**config.mk**
```make
export PLATFORM = sky130hd
export DESIGN_NAME = uart_core
export DESIGN_NICKNAME = d
export VERILOG_FILES = /design/src/rtl/uart_pkg.sv /design/src/rtl/uart_rx.sv /design/src/rtl/uart_core.sv
export SDC_FILE = /design/constraint.sdc
export NUM_CORES = 1
export LEC_CHECK = 0
export BUFFER_PORTS_ARGS = -buffer_cell sky130_fd_sc_hd__buf_2
export CAP_MARGIN = 40
export CORE_UTILIZATION = 35
export CTS_BUF_LIST = sky130_fd_sc_hd__clkbuf_8 sky130_fd_sc_hd__clkbuf_16
export DETAILED_ROUTE_END_ITERATION = 6
export SLEW_MARGIN = 20
export SYNTH_ARGS = -nofsm -noshare
export SYNTH_HDL_FRONTEND = slang
export SYNTH_HIERARCHICAL = 1
export SYNTH_SLANG_ARGS = --single-unit
```
**constraint.sdc**
```tcl
create_clock -name clk -period 2.89 [get_ports clk]
set_input_delay 0.4335 -clock clk [delete_from_list [all_inputs] [get_ports clk]]
set_output_delay 0.4335 -clock clk [all_outputs]
set_load 0.02 [all_outputs]
```
**src/rtl/uart_pkg.sv**
```systemverilog
// ============================================================================
// Module   : uart_pkg
// Brief    : Shared constants and FSM encodings for the 8N1 UART core.
// Revision : 1.0
// ============================================================================
`default_nettype none

package uart_pkg;

    localparam int DEF_CLKS_PER_BIT = 868;
    localparam int CNT_W            = 16;

    typedef enum logic [1:0] {
        T_IDLE  = 2'd0,
        T_START = 2'd1,
        T_DATA  = 2'd2,
        T_STOP  = 2'd3
    } tx_state_t;

    typedef enum logic [1:0] {
        R_IDLE  = 2'd0,
        R_START = 2'd1,
        R_DATA  = 2'd2,
        R_STOP  = 2'd3
    } rx_state_t;

endpackage

`default_nettype wire

```
**src/rtl/uart_rx.sv**
```systemverilog
// ============================================================================
// Module   : uart_rx
// Brief    : 8N1 receiver with input synchronizer, centre sampling and stop check.
// Revision : 1.0
// ============================================================================
`default_nettype none

module uart_rx
    import uart_pkg::*;
#(
    parameter int CLKS_PER_BIT = DEF_CLKS_PER_BIT
) (
    input  logic       clk,
    input  logic       rst,
    input  logic       rxd,
    output logic [7:0] byte_data,
    output logic       byte_done,
    output logic       frame_err
);

    localparam logic [CNT_W-1:0] c_last = CNT_W'(CLKS_PER_BIT - 1);
    localparam logic [CNT_W-1:0] c_half = CNT_W'(CLKS_PER_BIT / 2);

    logic             r_sync1;
    logic             r_sync2;
    rx_state_t        r_state;
    logic [CNT_W-1:0] r_cnt;
    logic [2:0]       r_idx;
    logic [7:0]       r_shift;
    logic             r_break;
    logic             r_frame_err;
    logic             w_tick;

    assign w_tick    = (r_cnt == c_last);
    assign byte_data = r_shift;
    assign frame_err = r_frame_err;
    // Completion is decoded from the stop sample so the holding register loads one cycle later
    assign byte_done = (r_state == R_STOP) && !r_break && w_tick && r_sync2;

    always_ff @(posedge clk or negedge rst) begin
        if (!rst) begin
            r_sync1     <= 1'b1;
            r_sync2     <= 1'b1;
            r_state     <= R_IDLE;
            r_cnt       <= '0;
            r_idx       <= '0;
            r_shift     <= '0;
            r_break     <= 1'b0;
            r_frame_err <= 1'b0;
        end else begin
            r_sync1     <= rxd;
            r_sync2     <= r_sync1;
            r_frame_err <= 1'b0;
            case (r_state)
                R_IDLE: begin
                    r_cnt   <= '0;
                    r_break <= 1'b0;
                    if (!r_sync2) r_state <= R_START;
                end
                R_START: begin
                    if (r_cnt == c_half) begin
                        r_cnt   <= '0;
                        r_idx   <= '0;
                        r_state <= r_sync2 ? R_IDLE : R_DATA;
                    end else begin
                        r_cnt <= r_cnt + 1'b1;
                    end
                end
                R_DATA: begin
                    if (w_tick) begin
                        r_cnt   <= '0;
                        r_shift <= {r_sync2, r_shift[7:1]};
                        r_idx   <= r_idx + 1'b1;
                        if (r_idx == 3'd7) r_state <= R_STOP;
                    end else begin
                        r_cnt <= r_cnt + 1'b1;
                    end
                end
                R_STOP: begin
                    // After a bad stop bit, hold here until the line returns high
                    if (r_break) begin
                        if (r_sync2) r_state <= R_IDLE;
                    end else if (w_tick) begin
                        r_cnt <= '0;
                        if (r_sync2) begin
                            r_state <= R_IDLE;
                        end else begin
                            r_frame_err <= 1'b1;
                            r_break     <= 1'b1;
                        end
                    end else begin
                        r_cnt <= r_cnt + 1'b1;
                    end
                end
                default: r_state <= R_IDLE;
            endcase
        end
    end

endmodule

`default_nettype wire

```
**src/rtl/uart_core.sv**
```systemverilog
// ============================================================================
// Module   : uart_core
// Brief    : 8N1 UART: transmitter, receive holding register and uart_rx instance.
// Revision : 1.0
// ============================================================================
`default_nettype none

module uart_core
    import uart_pkg::*;
#(
    parameter int CLKS_PER_BIT = DEF_CLKS_PER_BIT
) (
    input  logic       clk,
    input  logic       rst,
    input  logic [7:0] tx_data,
    input  logic       tx_we,
    output logic       tx_busy,
    output logic [7:0] rx_data,
    output logic       rx_valid,
    input  logic       rx_re,
    input  logic       uart_rxd,
    output logic       uart_txd,
    output logic       rx_overrun,
    output logic       rx_frame_err
);

    localparam logic [CNT_W-1:0] c_last = CNT_W'(CLKS_PER_BIT - 1);

    tx_state_t        r_tx_state;
    logic [CNT_W-1:0] r_tx_cnt;
    logic [2:0]       r_tx_idx;
    logic [7:0]       r_tx_shift;
    logic             w_tx_tick;
    logic [7:0]       w_rx_byte;
    logic             w_rx_done;

    assign w_tx_tick = (r_tx_cnt == c_last);

    // tx_busy is low only in T_IDLE, so a request is accepted there and nowhere else
    always_ff @(posedge clk or negedge rst) begin
        if (!rst) begin
            r_tx_state <= T_IDLE;
            r_tx_cnt   <= '0;
            r_tx_idx   <= '0;
            r_tx_shift <= '0;
            uart_txd   <= 1'b1;
            tx_busy    <= 1'b0;
        end else begin
            case (r_tx_state)
                T_IDLE: begin
                    r_tx_cnt <= '0;
                    if (tx_we) begin
                        r_tx_shift <= tx_data;
                        uart_txd   <= 1'b0;
                        tx_busy    <= 1'b1;
                        r_tx_state <= T_START;
                    end
                end
                T_START: begin
                    if (w_tx_tick) begin
                        r_tx_cnt   <= '0;
                        r_tx_idx   <= '0;
                        uart_txd   <= r_tx_shift[0];
                        r_tx_shift <= {1'b0, r_tx_shift[7:1]};
                        r_tx_state <= T_DATA;
                    end else begin
                        r_tx_cnt <= r_tx_cnt + 1'b1;
                    end
                end
                T_DATA: begin
                    if (w_tx_tick) begin
                        r_tx_cnt <= '0;
                        r_tx_idx <= r_tx_idx + 1'b1;
                        if (r_tx_idx == 3'd7) begin
                            uart_txd   <= 1'b1;
                            r_tx_state <= T_STOP;
                        end else begin
                            uart_txd   <= r_tx_shift[0];
                            r_tx_shift <= {1'b0, r_tx_shift[7:1]};
                        end
                    end else begin
                        r_tx_cnt <= r_tx_cnt + 1'b1;
                    end
                end
                T_STOP: begin
                    if (w_tx_tick) begin
                        r_tx_cnt   <= '0;
                        tx_busy    <= 1'b0;
                        r_tx_state <= T_IDLE;
                    end else begin
                        r_tx_cnt <= r_tx_cnt + 1'b1;
                    end
                end
                default: r_tx_state <= T_IDLE;
            endcase
        end
    end

    uart_rx #(
        .CLKS_PER_BIT(CLKS_PER_BIT)
    ) u_rx (
        .clk       (clk),
        .rst       (rst),
        .rxd       (uart_rxd),
        .byte_data (w_rx_byte),
        .byte_done (w_rx_done),
        .frame_err (rx_frame_err)
    );

    // A read acknowledged in the completion cycle consumes the old byte, so no overrun
    always_ff @(posedge clk or negedge rst) begin
        if (!rst) begin
            rx_data    <= '0;
            rx_valid   <= 1'b0;
            rx_overrun <= 1'b0;
        end else if (w_rx_done) begin
            rx_data    <= w_rx_byte;
            rx_valid   <= 1'b1;
            rx_overrun <= rx_valid && !rx_re;
        end else begin
            rx_overrun <= 1'b0;
            if (rx_re) rx_valid <= 1'b0;
        end
    end

endmodule

`default_nettype wire
```
Word level (Yosys, flattened, before mapping). Cells that the tools add are included.

$add $sub $neg: 4. Equality and inequality tests: 23. Mux-type cells: 49. Reductions and logical operators: 23.

Operator list (number): 16-bit 2-to-1 mux (4); 16-bit one-hot mux with 4 select lines (1); 16-bit by 1-bit adder with 16-bit output (second input constant) (2); 16-bit by 10-bit equality test with 1-bit output (second input constant) (2); 8-bit 2-to-1 mux (4); 16-bit one-hot mux with 2 select lines (1); 2-bit 2-to-1 mux (13); 8-bit one-hot mux with 3 select lines (1); 16-bit by 9-bit equality test with 1-bit output (second input constant) (1); 2-bit != test (second input constant) (8); 2-bit one-hot mux with 4 select lines (2); 5-bit AND reduction (3); 1-bit 2-to-1 mux (14); 3-bit 2-to-1 mux (4); 3-bit one-hot mux with 2 select lines (2); 2-bit nonzero test (5); 3-bit AND reduction (3); 2-bit equality test (second input constant) (4); 3-bit by 1-bit adder with 3-bit output (second input constant) (2); 3-bit equality test (second input constant) (2); 2-bit by 1-bit != test with 1-bit output (second input constant) (3); 2-bit by 1-bit equality test with 1-bit output (second input constant) (2); 1-bit logical AND (4); 2-bit zero test (2); 8 further kinds (10).

Bits in registers: 74. Input port bits: 13. Word-level logic and storage cells: 116.

Depth between registers and ports, before layout. Gate-level depths: netlist of run 1.

Word-level depth: 5. Depth in mapped cells: 9. Gate-level depth less buffers: 7.

Cells and area by module. Netlist of run 1, hierarchy kept.

Modules (own cells, without submodules): uart_core (times used 1, cells an instance 189, area each 2057.0 um^2); uart_rx (times used 1, cells an instance 175, area each 1839.3 um^2).

Worst setup path after synthesis of run 1. No wires, ideal clock.

Path kind: register -> register. Start point: register u_rx.r_cnt[0]. End point: register rx_data[0]. Arrival: 2.018 ns. Data required time: 2.765 ns. Slack: 0.747 ns. Stages on the path, launching flop included: 8. Buffers on the path: 1. Clock period less this slack: 2.143 ns. Cell sequence: dfrtp_1 > ha_1 > nor3b_1 > nand4_2 > inv_1 > and3_1 > clkbuf_1 > mux2_2.

Cells in the longest elaborated chain, start to end: 3.

Ends and longest elaborated chain: from (decl) (line uart_rx.sv:27) `logic [CNT_W-1:0] r_cnt;`; from (signal assigned) (line uart_rx.sv:66) `r_cnt <= r_cnt + 1'b1;`; from (signal assigned) (line uart_rx.sv:76) `r_cnt <= r_cnt + 1'b1;`; from (signal assigned) (line uart_rx.sv:92) `r_cnt <= r_cnt + 1'b1;`; 16-bit by 10-bit equality test with 1-bit output (line uart_rx.sv:34) `assign w_tick = (r_cnt == c_last);`; 1-bit logical AND (2 in a row) (line uart_rx.sv:38) `assign byte_done = (r_state == R_STOP) && !r_break && w_tick && r_sync2;`; named net w_rx_done (line uart_core.sv:35) `logic w_rx_done;`; to (signal assigned) (line uart_core.sv:117) `rx_data <= w_rx_byte;`; to (decl) (line uart_core.sv:18) `output logic [7:0] rx_data,`.

The timed path passes the listed nets, and every way through them passes these cells. A chain may end at the register's enable or synchronous reset.

Worst setup path in the final report of run 1.
Start point: register u_rx.r_cnt[0]. End point: register u_rx.r_cnt[2].

Cells in the longest elaborated chain, start to end: 4. Elaborated cells between the ends (all ways): 7. Classes of those cells: add/sub (1); eq/ne (2); mux (4).

Ends and longest elaborated chain: 16-bit by 1-bit adder with 16-bit output or 16-bit by 10-bit equality test with 1-bit output (tied branches); 16-bit 2-to-1 mux (line uart_rx.sv:70, uart_rx.sv:83); 16-bit 2-to-1 mux (line uart_rx.sv:81) `if (r_break) begin`; 16-bit one-hot mux with 4 select lines (*) (line uart_rx.sv:54) `case (r_state)`.

Every way passes the cells marked *; elsewhere a longest branch is shown, timed or not. The select of a mux whose other input is x is not followed.

==> metrics, run 1 <==
status completed; Synth Area in Adders between 5 and 6%; LEAKAGE a little over 2 nW; Initial Utilization approximately 36%; simple-gate share of the synthesized area roughly a fifth; yosys warns 6; max cap viols 0; worst-path fanout max 12; pin count of the biggest net entering global routing between 40 and 50; Mapped Area between 3000 and 4000 sq um; drt first pass iters 4; Placer Congestion roughly 0.84; xor/xnor share of the synthesized area 3.60%; Critical Path Source Type flip-flop; Final setup viols 0; CTS tree yes; via count approximately 2800; Crit Path Class flip-flop to flip-flop; htree depth 3; most frequent cells in the layout dfrtp_1 (71), mux2_2 (32), nor2_1 (27); Layout Nets roughly 420; n_diodes 0; # Post-CTS Setup Buffers 0; Worst EP required 3.12 ns; WL/cell between 10 and 15 microns; die width 108 microns; leading cell type in the layout, fill and taps excluded dfrtp_1; Die Y about 110 microns; Final Hold Viols 0; vias per inst 5.16; row count 38; Residual DRC 0; global route overflow 0; setup TNS 0 ns; EDFF count, synth 0; GRT Total Usage 13.8%; power per cell area about 450 nW/um^2; clk slew on worst S/H paths ~0.07 ns; post-DP HPWL about 5100 microns; vias in the first global route about 2700; Fmax around 410 MHz; syn avg cell area between 10 and 15 sq um; area grow syn2layout 13.3%; Syn Inst Count between 300 and 400; post-route clock period utilization between 80% and 90%; Die ar. roughly 12000 sq um; Core ar. about 11000 sq um; crit path time final between 2 and 2.5 ns; asr flop ratio synth 100%; clk buf depth 2; Peak VDD IR between 0.0003 and 0.0004 V; Synth Area in Compound Gates between 8 and 9%; post-synthesis mux area share between 10% and 20%; Tot Pwr about 2.0 mW; Routed Antenna Nets 0; Clk Latency, worst-skew pair between 0.3 and 0.4 ns; Initial DRC Count 150; port bufs 25; Synth Register Bits 74; final wirelength approximately 7200 microns; class of the worst hold path primary input to flip-flop; Fillers about 1000; initial antenna violation count 0; cts bufs inserted 9; worst slew pin tran 0.623 ns; Syn Nets roughly 400; ratio of cells with drive above 1 in the final layout ~23%; total clock sinks 74; Netlist cell types 50; relative slew slack slightly below 60%; io pins 26; Final Slew Violations 0; CP arrival roughly 2.7 ns; RSZ-0062 raised after global routing no; largest family of logic cells by synthesized area simple AND/OR/NAND/NOR gates; register area share after synthesis a little under half; Synth Flop Type dfrtp_1; Crit. End Element flip-flop; clock skew 0.00886 ns; first-pass GRT wire length ~13000 microns; Root Buffer clkbuf_8
## synth_stat cells (2+ instances only)
| library cell | number | area share [%] |
|---|---|---|
| nor2_1 | 27 | 2.6 |
| nand2_1 | 23 | 2.2 |
| a22o_1 | 7 | 1.6 |
| xor2_1 | 6 | 1.3 |
| nand3_1 | 13 | 1.7 |
| dfrtp_1 | 71 | 46 |
| a21oi_1 | 8 | 1.0 |
| nor3_1 | 9 | 1.2 |
| mux2i_1 | 4 | 1.0 |
| inv_1 | 20 | 1.9 |
| o21ai_0 | 17 | 2.2 |
| or4_1 | 2 | 0.39 |
| and2_1 | 5 | 0.80 |
| xnor2_1 | 10 | 2.2 |
| nand4_2 | 2 | 0.64 |
| or3_1 | 2 | 0.32 |
| mux2_2 | 32 | 9.2 |
| nor3b_1 | 2 | 0.39 |
| nand4_1 | 15 | 2.4 |
| nor4_1 | 10 | 1.6 |
| a21o_1 | 2 | 0.39 |
| nand2b_1 | 2 | 0.32 |
| a2bb2oi_1 | 2 | 0.45 |
| o31ai_1 | 3 | 0.58 |
| buf_2 | 6 | 0.77 |
| ha_1 | 17 | 5.5 |
| nor2b_1 | 6 | 0.96 |
| nor4_4 | 2 | 1.1 |
| dfstp_2 | 3 | 2.0 |
| clkbuf_1 | 4 | 0.39 |
| o22ai_1 | 2 | 0.32 |
| o21ai_1 | 3 | 0.39 |
| and3_1 | 6 | 0.96 |
| or2_2 | 3 | 0.48 |
| and4_1 | 3 | 0.67 |
## cell type report
type / count / area, sq um / share of cell area [%]
repair buffers: 28 / 173 / 3.91
flip-flops and latches: 74 / 1860 / 42.0
clock inverters: 5 / 77.6 / 1.76
clock buffers: 11 / 151 / 3.43
inverters: 20 / 75.1 / 1.70
well taps: 140 / 175 / 3.97
multi-input cells: 258 / 1910 / 43.2
## power by group
part           leakage (nW)  switching, mW  internal, mW  total (mW)
logic                 0.986         0.0262        0.0201      0.0463
registers             0.970        0.00425          1.04        1.05
clock network         0.121          0.378         0.530       0.909
total                  2.08          0.409          1.59        2.00
## cell families (layout without fill, tap and decap cells)
logic type      count (synthesis)  after routing
flops                          74             74
buf+inv                        32             64
mux                            36             36
simple gates                  140            140
compound gates                 49             49
xor+xnor                       16             16
fa+ha+maj                      17             17
## worst max-delay path: stages (launching register included)
cell and delay (ns):
dfrtp_1 0.41, ha_1 0.24, nor3b_1 0.34, nand4_2 0.29
a32oi_2 0.54, nor2_1 0.25, a22o_1 0.26
## state kept, by name, summed over array words and instances, names as in the netlist, 2 cells and up, named ones only
name,count
rx_data,8
u_rx/byte_data,8
r_tx_state,2
u_rx/r_idx,3
r_tx_shift,8
r_tx_idx,3
u_rx/r_cnt,16
r_tx_cnt,16
## what timing repair did
item / CTS / global route
resized for setup: 0 / 0
hold buffers: 1 / 0
endpoints found under the hold margin: 5 / 0
## through the flow
stage	hold slack, ns	instance area [sq um]	util (%)	cells	worst slack, ns
after floorplan	0.138	3900	-	364	0.747
after global placement	0.350	4150	38.3	518	0.501
after detailed placement	0.347	4170	38.5	519	0.453
after CTS	0.158	4410	40.7	536	0.427
after global routing	0.152	4410	40.7	536	0.206
final	0.183	4410	40.7	536	0.457
## final timing paths
kind	slack, ns	depth (start not counted)	start	endpoint
setup / recovery	0.46	6	u_rx/r_cnt[0]$_DFFE_PN0P_	u_rx/r_cnt[2]$_DFFE_PN0P_
min in group asynchronous	0.55	2	rst	r_tx_idx[0]$_DFFE_PN0P_
hold reg to reg	0.36	0	u_rx/r_sync1$_DFF_PN1_	u_rx/r_sync2$_DFF_PN1_
hold / removal	0.18	1	uart_rxd	u_rx/r_sync1$_DFF_PN1_
max in group asynchronous	1.75	3	rst	uart_txd$_DFFE_PN1P_
setup reg to reg	0.46	6	u_rx/r_cnt[0]$_DFFE_PN0P_	u_rx/r_cnt[2]$_DFFE_PN0P_
## per-layer routing
metal	vias up	part of all wire, %	track usage (%)
li1	1364	-	-
met1	1362	48	17.7
met2	37	48	22.2
met3	4	3.6	5.15
met4	0	0.66	2.74
met5	-	0	0
Power figures use the tool's default switching activity.
==> inputs of run 2 (changes only) <==
==> constraint.sdc (replaced) <==
create_clock -name clk -period 2 [get_ports clk]
set_input_delay 0.3 -clock clk [delete_from_list [all_inputs] [get_ports clk]]
set_output_delay 0.3 -clock clk [all_outputs]
set_load 0.02 [all_outputs]
==> run 2 against run 1 <==
Effect of this change: global-route usage rose by 1.1 points; largest cell class unchanged; power increased by 42%; critical endpoint is now r_tx_state[1]$_DFFE_PN0P_; fmax increased by 26%; count of clock-buffer cells in the layout fell by 1; first-iteration DRC count fell by 13%; clock power is 40% higher; clock skew grew 0.0011 ns; sequential cell count unchanged.
==> metrics, run 2 (same netlist as run 1, synthesis figures left out) <==
worst slew pin tran around 0.53 ns; Fmax ~520 MHz; Critical Path Source Type flip-flop; register area about 1900 sq um; placed cell count roughly 550; clk slew on worst S/H paths around 0.08 ns; Crit. End Element flip-flop; Clk Latency, worst-skew pair roughly 0.35 ns; Crit path largest cell delay roughly 0.40 ns; Initial Utilization between 30% and 40%; cts bufs inserted 9; worst path bufs/invs 1; vias in the first global route slightly below 3000; GRT Total Usage around 15%; die width 108 microns; n_diodes 0; io pins 26; htree depth 3; first-pass GRT wire length 13700 microns; Core ar. ~11000 sq um; GR Util met3 4.78%; RSZ-0062 raised after global routing yes; Die ar. 11600 sq um; Final Util approximately 45%; class of the worst hold path primary input to flip-flop; vias per inst about 5.1; Top Registers r_tx_cnt x16, u_rx/r_cnt x16; Die Y between 100 and 150 microns; row count 38; CTS tree yes; WL/cell roughly 14 microns; total clock sinks between 70 and 80; Peak VDD IR between 0.0003 and 0.0004 V; power per cell area roughly 600 nW/um^2; Placer Congestion between 0.8 and 0.9; LEAKAGE roughly 2.3 nW; global route hottest layer met2; crit path time final slightly below 2 ns; most frequent cells in the layout dfrtp_1 (71), buf_4 (43), mux2_2 (30); initial antenna violation count 0; Routed Antenna Nets 0; pin count of the biggest net entering global routing 47; worst-path fanout max 4; drt first pass iters 5; Worst Min Path Start uart_rxd; Top Family by Delay on Critical Path flip-flops; Residual DRC 0; Worst EP required 2.24 ns; via count 2937; Layout Cells excl Fill 581; status completed; relative slew slack roughly two thirds; global route overflow 0; Final Hold Viols 0; Worst path slowest cell dfrtp_1; post-route clock period utilization between 90% and 100%; Multi-input gate area about 2000 sq um; Fillers 1015; CP Cell Sequence ha_2 -> buf_4 -> nor3b_1 -> and4_1 -> o21ai_0 -> mux2_2; final wirelength approximately 8000 microns; Root Buffer clkbuf_8; Final Slew Violations 0; Crit Path Class flip-flop to flip-flop; timing startpoint of the critical path r_tx_cnt[1]$_DFF_PN0_; post-DP HPWL roughly 5700 microns; GR met1 Demand/Resource approximately 19%; area grow syn2layout 25.0%; Final setup viols 0; Initial DRC Count 130; max cap viols 0; ratio of cells with drive above 1 in the final layout approximately a third; Reg-to-Reg Start r_tx_cnt[1]$_DFF_PN0_; clock skew about 0.010 ns; M2 GR Usage between 20% and 30%; port bufs 25; leading cell type in the layout, fill and taps excluded dfrtp_1; clk buf depth 2; CP arrival approximately 2.2 ns; Layout Nets roughly 470; Hold Worst Slack roughly 0.044 ns
run 2: layout make-up:
class	count	share of cell area [%]
multi-input cells	258	41.3
flip-flops and latches	74	38.1
repair buffers	73	11.0
well taps	140	3.60
clock buffers	10	2.82
clock inverters	6	1.69
inverters	20	1.54
run 2: worst register-to-register path, stage by stage, from the launching register on:
cell     delay, ns
dfrtp_1       0.40
ha_2          0.18
buf_4         0.14
nor3b_1       0.14
and4_1        0.22
o21ai_0       0.35
mux2_2        0.38
run 2: power breakdown:
part | internal (mW) | total [mW] | switching [mW]
sequential | 1.51 | 1.51 | 0.00679
combinational | 0.0286 | 0.0667 | 0.0381
clock | 0.727 | 1.27 | 0.538
run 2: stage by stage:
step / TNS, ns / total power [mW] / instance area [sq um] / setup slack (ns)
CTS: 0 / 2.91 / 4700 / 0.000537
detailed placement: 0 / 1.61 / 4460 / 0.00145
finish: 0 / 2.85 / 4870 / 0.0704
global placement: 0 / 1.61 / 4460 / 0.00674
global route: -0.128 / 2.96 / 4870 / -0.0255
floorplan: 0 / 1.56 / 3900 / 0.00706
run 2: final timing paths:
kind	to	slack [ns]	cells after the start
setup / recovery	r_tx_state[1]$_DFFE_PN0P_	0.07	6
max in group asynchronous	u_rx/r_sync1$_DFF_PN1_	0.94	3
min in group asynchronous	r_tx_cnt[6]$_DFF_PN0_	0.42	2
hold / removal	u_rx/r_sync1$_DFF_PN1_	0.04	1
hold reg to reg	u_rx/r_sync2$_DFF_PN1_	0.36	0
setup reg to reg	r_tx_state[1]$_DFFE_PN0P_	0.07	6
run 2: what timing repair did:
action,4_1_cts,5_1_grt
hold buffers,1,0
buffers inserted,0,10
pin swaps,0,9
resized for setup,2,27
setup endpoints to repair,10,37
hold endpoints to repair,28,0
run 2: metal layers:
layer | up-vias | wire length [microns] | part of all wire [%]
li1 | 1452 | - | -
met1 | 1448 | 3620 | 45
met2 | 33 | 4080 | 51
met3 | 4 | 270 | 3.4
met4 | 0 | 50 | 0.62
met5 | - | 0 | 0
==> inputs of run 3 (changes only) <==
--- a/config.mk
+++ b/config.mk
@@ -10,6 +10,7 @@
 export CORE_UTILIZATION = 35
 export CTS_BUF_LIST = sky130_fd_sc_hd__clkbuf_8 sky130_fd_sc_hd__clkbuf_16
 export DETAILED_ROUTE_END_ITERATION = 6
+export PLACE_DENSITY = 0.51
 export SLEW_MARGIN = 20
 export SYNTH_ARGS = -nofsm -noshare
 export SYNTH_HDL_FRONTEND = slang
==> run 3 against run 2 <==
Effect of this change: critical endpoint is now u_rx/r_cnt[11]$_DFFE_PN0P_; clock skew about the same; largest cell class unchanged; worst hold slack better by 0.0047 ns; highest routed layer unchanged; core utilization shrank 0.33 points.
==> metrics, run 3 (same netlist as run 1, synthesis figures left out) <==
global route overflow 0; GRT Total Usage around 15%; Clk Latency, worst-skew pair 0.35 ns; initial antenna violation count 0; Routed Antenna Nets 0; vias per inst between 4 and 5; worst-path fanout max 7; Placement Cell Area ~4500 sq um; drt first pass iters 4; port bufs 25; Residual DRC 0; total clock sinks between 70 and 80; Top Registers r_tx_cnt x16, u_rx/r_cnt x16; Peak VDD IR approximately 0.00036 V; Root Buffer clkbuf_8; LEAKAGE between 2 and 2.5 nW; Fmax slightly above 500 MHz; class of the worst hold path primary input to flip-flop; Layout Cells excl Fill between 500 and 600; Fillers roughly 1000; Die ar. ~12000 sq um; relative slew slack between 60% and 70%; Final setup viols 0; CP arrival around 2.2 ns; RSZ-0062 raised after global routing yes; max cap viols 0; final instance area around 4800 sq um; Layout Nets about 470; Final Util between 40% and 50%; die width 108 microns; io pins 26; first-pass GRT wire length about 13000 microns; area grow syn2layout 24.1%; status completed; Core ar. 10800 sq um; row count 38; register area ~1900 sq um; post-route clock period utilization a little over nine tenths; post-DP HPWL about 5600 microns; pin count of the biggest net entering global routing 53; clk buf depth 2; worst slew pin tran about 0.49 ns; setup TNS 0 ns; clk slew on worst S/H paths ~0.070 ns; Placer Congestion between 0.8 and 0.9; Critical Path Source Type flip-flop; via count approximately 2900; WL/cell 13.5 microns; Multi-input gate area 1970 sq um; power per cell area 572 nW/um^2; CTS tree yes; Final Slew Violations 0; ratio of cells with drive above 1 in the final layout 33.6%; vias in the first global route around 2900; leading cell type in the layout, fill and taps excluded dfrtp_1; Initial Utilization a little over a third; Crit. End Element flip-flop; most frequent cells in the layout dfrtp_1 (71), buf_4 (41), mux2_2 (32); Initial DRC Count 124; htree depth 3; Crit Path Class flip-flop to flip-flop; placed cell count roughly 560; Worst EP required around 2.2 ns; clock skew between 0.01 and 0.015 ns; n_diodes 0; crit path time final approximately 2 ns; Hold Worst Slack between 0.04 and 0.05 ns; final wirelength around 8000 microns; Die Y roughly 110 microns; Final Hold Viols 0; cts bufs inserted 9
==> run 3: changes by cell type in the layout (fill, tap and decap cells not counted), sizes merged <==
| cell | before | now |
|---|---|---|
| bufinv | 2 | 1 |
| clkbuf | 10 | 12 |
| clkinv | 0 | 1 |
| clkinvlp | 2 | 0 |
==> run 3: cell type report <==
cell class | instances | share of cell area (%)
Clock buffer | 12 | 3.42
Clock inverter | 4 | 0.880
Inverter | 20 | 1.55
Multi-Input combinational cell | 258 | 40.8
Sequential cell | 74 | 38.4
Tap cell | 140 | 3.62
Timing Repair Buffer | 73 | 11.4
==> run 3: stage by stage <==
stage | setup WS (ns) | total power [mW]
finish | 0.0428 | 2.77
global route | -0.0554 | 2.90
CTS | 0.00947 | 2.83
global placement | 0.0391 | 1.61
detailed placement | -0.00688 | 1.61
floorplan | 0.00706 | 1.56
==> run 3: timing repair <==
| item | in CTS | in global routing |
|---|---|---|
| pin swaps | 1 | 8 |
| setup endpoints to repair | 6 | 35 |
| resized for setup | 3 | 17 |
| hold endpoints to repair | 21 | 0 |
| cloned | 0 | 0 |
| hold buffers | 1 | 0 |
| buffers inserted | 3 | 6 |
==> run 3: power by group <==
part           switching, mW  internal [mW]  total (mW)
sequential           0.00602           1.51        1.51
combinational         0.0380         0.0275      0.0655
clock                  0.519          0.668        1.19
==> run 3: worst max-delay path, cell delays in order, from the launching register on <==
cell,delay (ns)
dfrtp_1,0.41
inv_1,0.07
ha_1,0.14
nor4b_2,0.18
nand4_1,0.20
a32oi_4,0.34
buf_6,0.14
nor2_1,0.11
a22o_1,0.25
==> run 3: path summary, 6_finish.rpt <==
check,slack [ns],cells past startpoint,end,from
setup / recovery,0.04,8,u_rx/r_cnt[11]$_DFFE_PN0P_,u_rx/r_cnt[0]$_DFFE_PN0P_
hold reg to reg,0.36,0,u_rx/r_sync2$_DFF_PN1_,u_rx/r_sync1$_DFF_PN1_
min in group asynchronous,0.38,2,r_tx_cnt[9]$_DFF_PN0_,rst
setup reg to reg,0.04,8,u_rx/r_cnt[11]$_DFFE_PN0P_,u_rx/r_cnt[0]$_DFFE_PN0P_
hold / removal,0.05,1,u_rx/r_sync1$_DFF_PN1_,uart_rxd
max in group asynchronous,0.99,3,u_rx/r_sync1$_DFF_PN1_,rst
==> run 3: metal layers <==
layer	part of all wire, %	up-vias	global-route usage, %
met5	0	-	0
met4	1.1	0	4.21
met3	2.7	10	4.96
met2	50	29	25.0
met1	47	1404	17.9
li1	-	1447	-
